**src/rtl/fir_tap_sequencer.sv**
```systemverilog
// fir_tap_sequencer: walks the FIR tap memory read address once per accepted
// sample and grants SPI coefficient writes onto the memory write port between
// sequences.
// Optional build macro: TAP_SEQ_REVERSE_EN (walk read addresses high to low).
module fir_tap_sequencer #(
  parameter int NUM_TAPS = 32,
  parameter int ADDR_W   = 8,
  parameter int DATA_W   = 12
) (
  input  logic              clk,
  input  logic              rst,
  input  logic              sample_valid,
  output logic              sample_ready,
  input  logic              cfg_wr_req,
  input  logic [ADDR_W-1:0] cfg_wr_addr,
  input  logic [DATA_W-1:0] cfg_wr_data,
  output logic              cfg_wr_ack,
  output logic              cfg_wr_err,
  output logic              mem_load,
  output logic [ADDR_W-1:0] mem_write_address,
  output logic [DATA_W-1:0] mem_write_value,
  output logic [ADDR_W-1:0] mem_read_address,
  output logic              tap_valid,
  output logic [ADDR_W-1:0] tap_index,
  output logic              tap_first,
  output logic              tap_last,
  output logic              seq_done,
  output logic              overrun,
  input  logic              overrun_clr
);

  typedef enum logic [1:0] {IDLE, RUN, DONE, WRITE} state_t;

  localparam logic [ADDR_W-1:0] LAST_IDX  = ADDR_W'(NUM_TAPS - 1);
  localparam logic [ADDR_W:0]   NUM_TAPS_W = (ADDR_W + 1)'(NUM_TAPS);

  state_t state, state_nxt;

  logic              in_range;
  logic              tv_nxt, first_nxt, last_nxt, done_nxt;
  logic              ack_nxt, err_nxt, load_nxt;
  logic [ADDR_W-1:0] idx_nxt, ra_nxt, wa_nxt;
  logic [DATA_W-1:0] wv_nxt;

  assign in_range     = {1'b0, cfg_wr_addr} < NUM_TAPS_W;
  assign sample_ready = (state == IDLE);

  // Tap ordinal to physical read address.
  function automatic logic [ADDR_W-1:0] rd_addr(input logic [ADDR_W-1:0] idx);
`ifdef TAP_SEQ_REVERSE_EN
    return LAST_IDX - idx;
`else
    return idx;
`endif
  endfunction

  // State register.
  always_ff @(posedge clk or posedge rst) begin
    if (rst) state <= IDLE;
    else     state <= state_nxt;
  end

  // Next-state: a sample beats a pending config write; writes only start from IDLE.
  always_comb begin
    state_nxt = state;
    unique case (state)
      IDLE:    if (sample_valid)    state_nxt = RUN;
               else if (cfg_wr_req) state_nxt = WRITE;
      RUN:     if (tap_index == LAST_IDX) state_nxt = DONE;
      DONE:    state_nxt = IDLE;
      WRITE:   state_nxt = IDLE;
      default: state_nxt = IDLE;
    endcase
  end

  // Output decode: values the output registers take on the coming edge.
  always_comb begin
    tv_nxt    = 1'b0;
    idx_nxt   = '0;
    first_nxt = 1'b0;
    last_nxt  = 1'b0;
    done_nxt  = 1'b0;
    ack_nxt   = 1'b0;
    err_nxt   = 1'b0;
    load_nxt  = 1'b0;
    ra_nxt    = '0;
    wa_nxt    = mem_write_address;
    wv_nxt    = mem_write_value;
    unique case (state)
      IDLE: begin
        if (sample_valid) begin
          tv_nxt    = 1'b1;
          first_nxt = 1'b1;
          last_nxt  = (NUM_TAPS == 1);
          ra_nxt    = rd_addr('0);
        end else if (cfg_wr_req) begin
          ack_nxt = 1'b1;
          if (in_range) begin
            load_nxt = 1'b1;
            wa_nxt   = cfg_wr_addr;
            wv_nxt   = cfg_wr_data;
          end else begin
            err_nxt = 1'b1;
          end
        end
      end
      RUN: begin
        if (tap_index == LAST_IDX) begin
          done_nxt = 1'b1;
          idx_nxt  = tap_index;
        end else begin
          tv_nxt   = 1'b1;
          idx_nxt  = tap_index + 1'b1;
          last_nxt = ((tap_index + 1'b1) == LAST_IDX);
          ra_nxt   = rd_addr(tap_index + 1'b1);
        end
      end
      default: ;
    endcase
  end

  // Output registers; async reset aborts any run or write in flight.
  always_ff @(posedge clk or posedge rst) begin
    if (rst) begin
      tap_valid         <= 1'b0;
      tap_index         <= '0;
      tap_first         <= 1'b0;
      tap_last          <= 1'b0;
      seq_done          <= 1'b0;
      cfg_wr_ack        <= 1'b0;
      cfg_wr_err        <= 1'b0;
      mem_load          <= 1'b0;
      mem_write_address <= '0;
      mem_write_value   <= '0;
      mem_read_address  <= '0;
    end else begin
      tap_valid         <= tv_nxt;
      tap_index         <= idx_nxt;
      tap_first         <= first_nxt;
      tap_last          <= last_nxt;
      seq_done          <= done_nxt;
      cfg_wr_ack        <= ack_nxt;
      cfg_wr_err        <= err_nxt;
      mem_load          <= load_nxt;
      mem_write_address <= wa_nxt;
      mem_write_value   <= wv_nxt;
      mem_read_address  <= ra_nxt;
    end
  end

  // Sticky overrun: a dropped sample sets it, and setting beats a same-cycle clear.
  always_ff @(posedge clk or posedge rst) begin
    if (rst) overrun <= 1'b0;
    else     overrun <= (sample_valid && (state != IDLE)) || (overrun && !overrun_clr);
  end

endmodule

```
**config.mk**
```make
export PLATFORM = sky130hd
export DESIGN_NAME = fir_tap_sequencer
export DESIGN_NICKNAME = d
export VERILOG_FILES = /design/src/rtl/fir_tap_sequencer.sv
export SDC_FILE = /design/constraint.sdc
export NUM_CORES = 1
export LEC_CHECK = 0
export ABC_AREA = 1
export BUFFER_PORTS_ARGS = -buffer_cell sky130_fd_sc_hd__buf_2
export CAP_MARGIN = 30
export CORE_MARGIN = 2
export CORE_UTILIZATION = 30
export DETAILED_ROUTE_END_ITERATION = 10
export GPL_TIMING_DRIVEN = 0
export PLACE_DENSITY = 0.63
export SKIP_CTS_REPAIR_TIMING = 1
export SYNTH_ARGS = -nofsm -noshare
export SYNTH_HDL_FRONTEND = slang
export SYNTH_SLANG_ARGS = --single-unit
export TNS_END_PERCENT = 50
```
**constraint.sdc**
```tcl
create_clock -name clk -period 1.4 [get_ports clk]
set_clock_uncertainty 0.1 [all_clocks]
set_input_delay 0.14 -clock clk [delete_from_list [all_inputs] [get_ports clk]]
set_output_delay 0.14 -clock clk [all_outputs]
set_load 0.1 [all_outputs]
```
==> metrics.md <==
| Metric | Value |
|---|---|
| Post-route cell area | `between 3000 and 4000 µm²` |
| Wl on met1 | `2.06 mm` |
| Largest fanout on the critical path | `6` |
| Max cap viols | `0` |
| Adder-cell area share of the yosys netlist | `1.32%` |
| Peak VDD IR | `1.38 mV` |
| Violated checks | `negative setup slack` |
| Sequential cell area fraction in the yosys report | `60.8%` |
| Worst setup margin | `-0.0816 ns` |
| Ant. Diodes | `0` |
| Post-route setup TNS | `-0.338 ns` |
| DR vias/cell | `4.28` |
| Area contributors post-synth | `dfrtp_1, nand2_1, nor2_1` |
| Site Rows | `28` |
| PwrDens | `between 1500 and 2000 nW/µm²` |
| Hold slack | `0.0150 ns` |
| Worst hold path class | `in2reg` |
| DR DRC count | `0` |
| Vias in the first global route | `approximately 1400` |
| Layout Nets | `329` |
| Max Transition Viols Final | `0` |
| CTS Buf Count | `5` |
| FILL cells | `600` |
| Combinational power share | `between 50% and 60%` |
| Detailed placer's ending HPWL | `2.87 mm` |
| Port bufs | `69` |
| Synth top area share | `60.8%` |
| Max-slew headroom | `67.1%` |
| RSZ-0062 raised after global routing | `yes` |
| Drt wl/cell | `12.1 µm` |
| Antenna Violating Nets Remaining | `0` |
| Post-layout util | `50.0%` |
| Final hold violation count | `0` |
| Post-Syn Nets | `around 220` |
| Clock Latency Late Sink | `roughly 0.29 ns` |
| R2r setup slk | `-0.08 ns` |
| Critical Path RT | `approximately 1.5 ns` |
| First-pass GRT wire length | `6.58 mm` |
| Avg Inst Size Synth | `9.92 µm²` |
| Slew @ Worst Pin | `between 0.4 and 0.5 ns` |
| Chip Width | `around 83 µm` |
| Crit path time final | `1.48 ns` |
| Met2 WL post-DR | `2.25 mm` |
| Top layer in use | `met4` |
| Share of cells above drive strength 1 | `49.8%` |
| Routed wl met3 | `approximately 240 µm` |
| Layout area overhead | `58.9%` |
| Switching share of total power | `about half` |
| H-tree depth | `2` |
| Total routed wirelength | `4.56 mm` |
| Clock Power Share | `15.4%` |
| Cells after synthesis | `191` |
| Synth area leader | `dfrtp_1` |
| Final cycle utilization of the critical path | `106%` |
| Total Routing Usage GR | `11.6%` |
| Mux share of post-synthesis cell area | `0%` |
| I/O pin count | `70` |
| Netlist cell types | `27` |
| Setup crit start kind | `flip-flop` |
| Leak | `between 1.5 and 2 nW` |
| Clk sinks | `46` |
| Starting density of the core | `31.4%` |
| Yosys reg bits | `46` |
| Total gr overflow | `0` |
| Synthesized area | `1890 µm²` |
| Via count | `1616` |
| First-pass DRT Iterations | `4` |
| DP Area | `between 2000 and 2500 µm²` |
| Final setup viols | `14` |
| Max Fclk | `675 MHz` |
| CTS Buffer Depth | `2` |
| Sequential Power Share | `32.1%` |
| Switch Pwr | `2.75 mW` |
| Compound-Gate Fraction of Synth Area | `4.89%` |
| Core area | `6030 µm²` |
| Simple-Gate Fraction of Synth Area | `25.4%` |
| Internal power | `2.57 mW` |
| Crit path kind | `reg2reg` |
| XOR/XNOR Fraction of Synth Area | `0.462%` |
| Initial antenna violation count | `0` |
| Die Span Y | `83.5 µm` |
| TritonCTS clock tree | `yes` |
| Status | `finished with violations` |
| Initial drt markers | `45` |
| Synth Warn # | `0` |
| Placer Congestion | `0.769` |
| Largest family of logic cells by synthesized area | `simple AND/OR/NAND/NOR gates` |
| Die area | `6970 µm²` |
| CTS clk-pin slew, worst paths | `0.08 ns` |
| Root buffer cell | `clkbuf_8` |
| Pin count of the biggest net entering global routing | `26` |
| Arrival time of the worst setup path | `1.60 ns` |
| CP endpoint kind | `flip-flop` |
[final cells by class]
cell class	instances	area, µm²	share of cell area [%]
Buffer	4	61.3	2.04
Clock buffer	7	86.3	2.87
Clock inverter	1	5.00	0.166
Inverter	19	88.8	2.95
Multi-Input combinational cell	123	764	25.4
Sequential cell	46	1170	39.0
Tap cell	75	93.8	3.12
Timing Repair Buffer	103	736	24.4
[metrics by stage]
step	setup slack [ns]	std cells	power [mW]
after floorplan	-0.346	191	3.82
after global placement	-0.798	335	4.20
after detailed placement	-0.147	336	4.23
after CTS	-0.197	344	5.06
after global routing	-0.131	378	5.57
final	-0.0816	378	5.32
[routing by layer]
layer | global-route usage (%) | vias up
li1 | - | 812
met1 | 15.6 | 761
met2 | 18.0 | 41
met3 | 4.06 | 2
met4 | 3.08 | 0
met5 | 0 | -
[layout by cell type, fill, tap and decap left out, types with 2 or more instances in the layout]
cell            n
nand2_8         2
o21ai_1         2
inv_4           2
a21oi_1         3
buf_8           2
buf_12          2
nor3_2          2
buf_6           3
dfrtp_1        37
o21ai_0         2
dlygate4sd3_1  19
clkbuf_8        6
dfrtp_4         5
nor2_1         15
a21oi_2         3
nor2_2          2
nand2_1        48
o21ai_2         2
buf_4          10
dfrtp_2         4
inv_1          15
buf_2          63
nand2_4         8
clkbuf_4        5
clkbuf_16       3
nand3_1         4
nand2_2        16
nor2_4          5
[power groups by stage]
stage	combinational (mW)	sequential [mW]	clock (mW)
CTS	2.49	1.72	0.857
floorplan	0.678	3.14	0
finish	2.79	1.71	0.820
global placement	2.46	1.73	0
detailed placement	2.49	1.74	0
global route	2.92	1.74	0.911
[cell usage after synthesis]
| master | n |
|---|---|
| o21bai_1 | 1 |
| xnor2_1 | 1 |
| inv_2 | 1 |
| nand4_1 | 1 |
| o21ai_0 | 4 |
| ha_1 | 2 |
| inv_6 | 1 |
| nand2_2 | 2 |
| dfrtp_1 | 46 |
| nor2_8 | 1 |
| inv_4 | 1 |
| nor2_1 | 18 |
| nor2_2 | 1 |
| buf_6 | 2 |
| nor3_1 | 1 |
| nor2_4 | 3 |
| o22ai_1 | 1 |
| nand3_1 | 4 |
| o21ai_1 | 2 |
| o21bai_4 | 1 |
| nand2_4 | 3 |
| nand2_1 | 68 |
| inv_1 | 16 |
| nor3_2 | 2 |
| a21oi_1 | 6 |
| buf_12 | 1 |
| buf_8 | 1 |
[cells by family (layout without fill, tap and decap cells)]
family                   Yosys count  after routing
XOR/XNOR                           1              1
buffers and inverters             23            134
adder cells (fa/ha/maj)            2              2
flip-flops                        46             46
AO/OA/AOI/OAI                     15             15
AND/OR/NAND/NOR                  104            105
[state kept, by name, indices dropped and copies added (netlist names)]
signal	count
tap_index	8
tap_first	1
mem_write_address	8
tap_last	1
overrun	1
mem_write_value	12
mem_read_address	8
tap_valid	1
state	2
cfg_wr_err	1
mem_load	1
cfg_wr_ack	1
seq_done	1
[final timing paths]
kind,start,end,depth (start not counted)
worst max-delay path,tap_index[1],tap_last,8
worst min-delay path,sample_valid,state[0],3
worst max register to register,tap_index[1],tap_last,8
worst min register to register,mem_write_value[10],mem_write_value[10],2
max in group asynchronous,rst,tap_index[0],4
min in group asynchronous,rst,mem_write_address[7],3
[worst max-delay path, cell delays in order (launching register included)]
cell and delay (ns):
dfrtp_4 0.51, ha_4 0.18, nand2_4 0.08, nor2_4 0.05
nand2_4 0.14, nand2_8 0.09, nor2_4 0.09, nand2_1 0.05
nor2_1 0.11
Note: power is estimated with default switching activity, not from simulation.
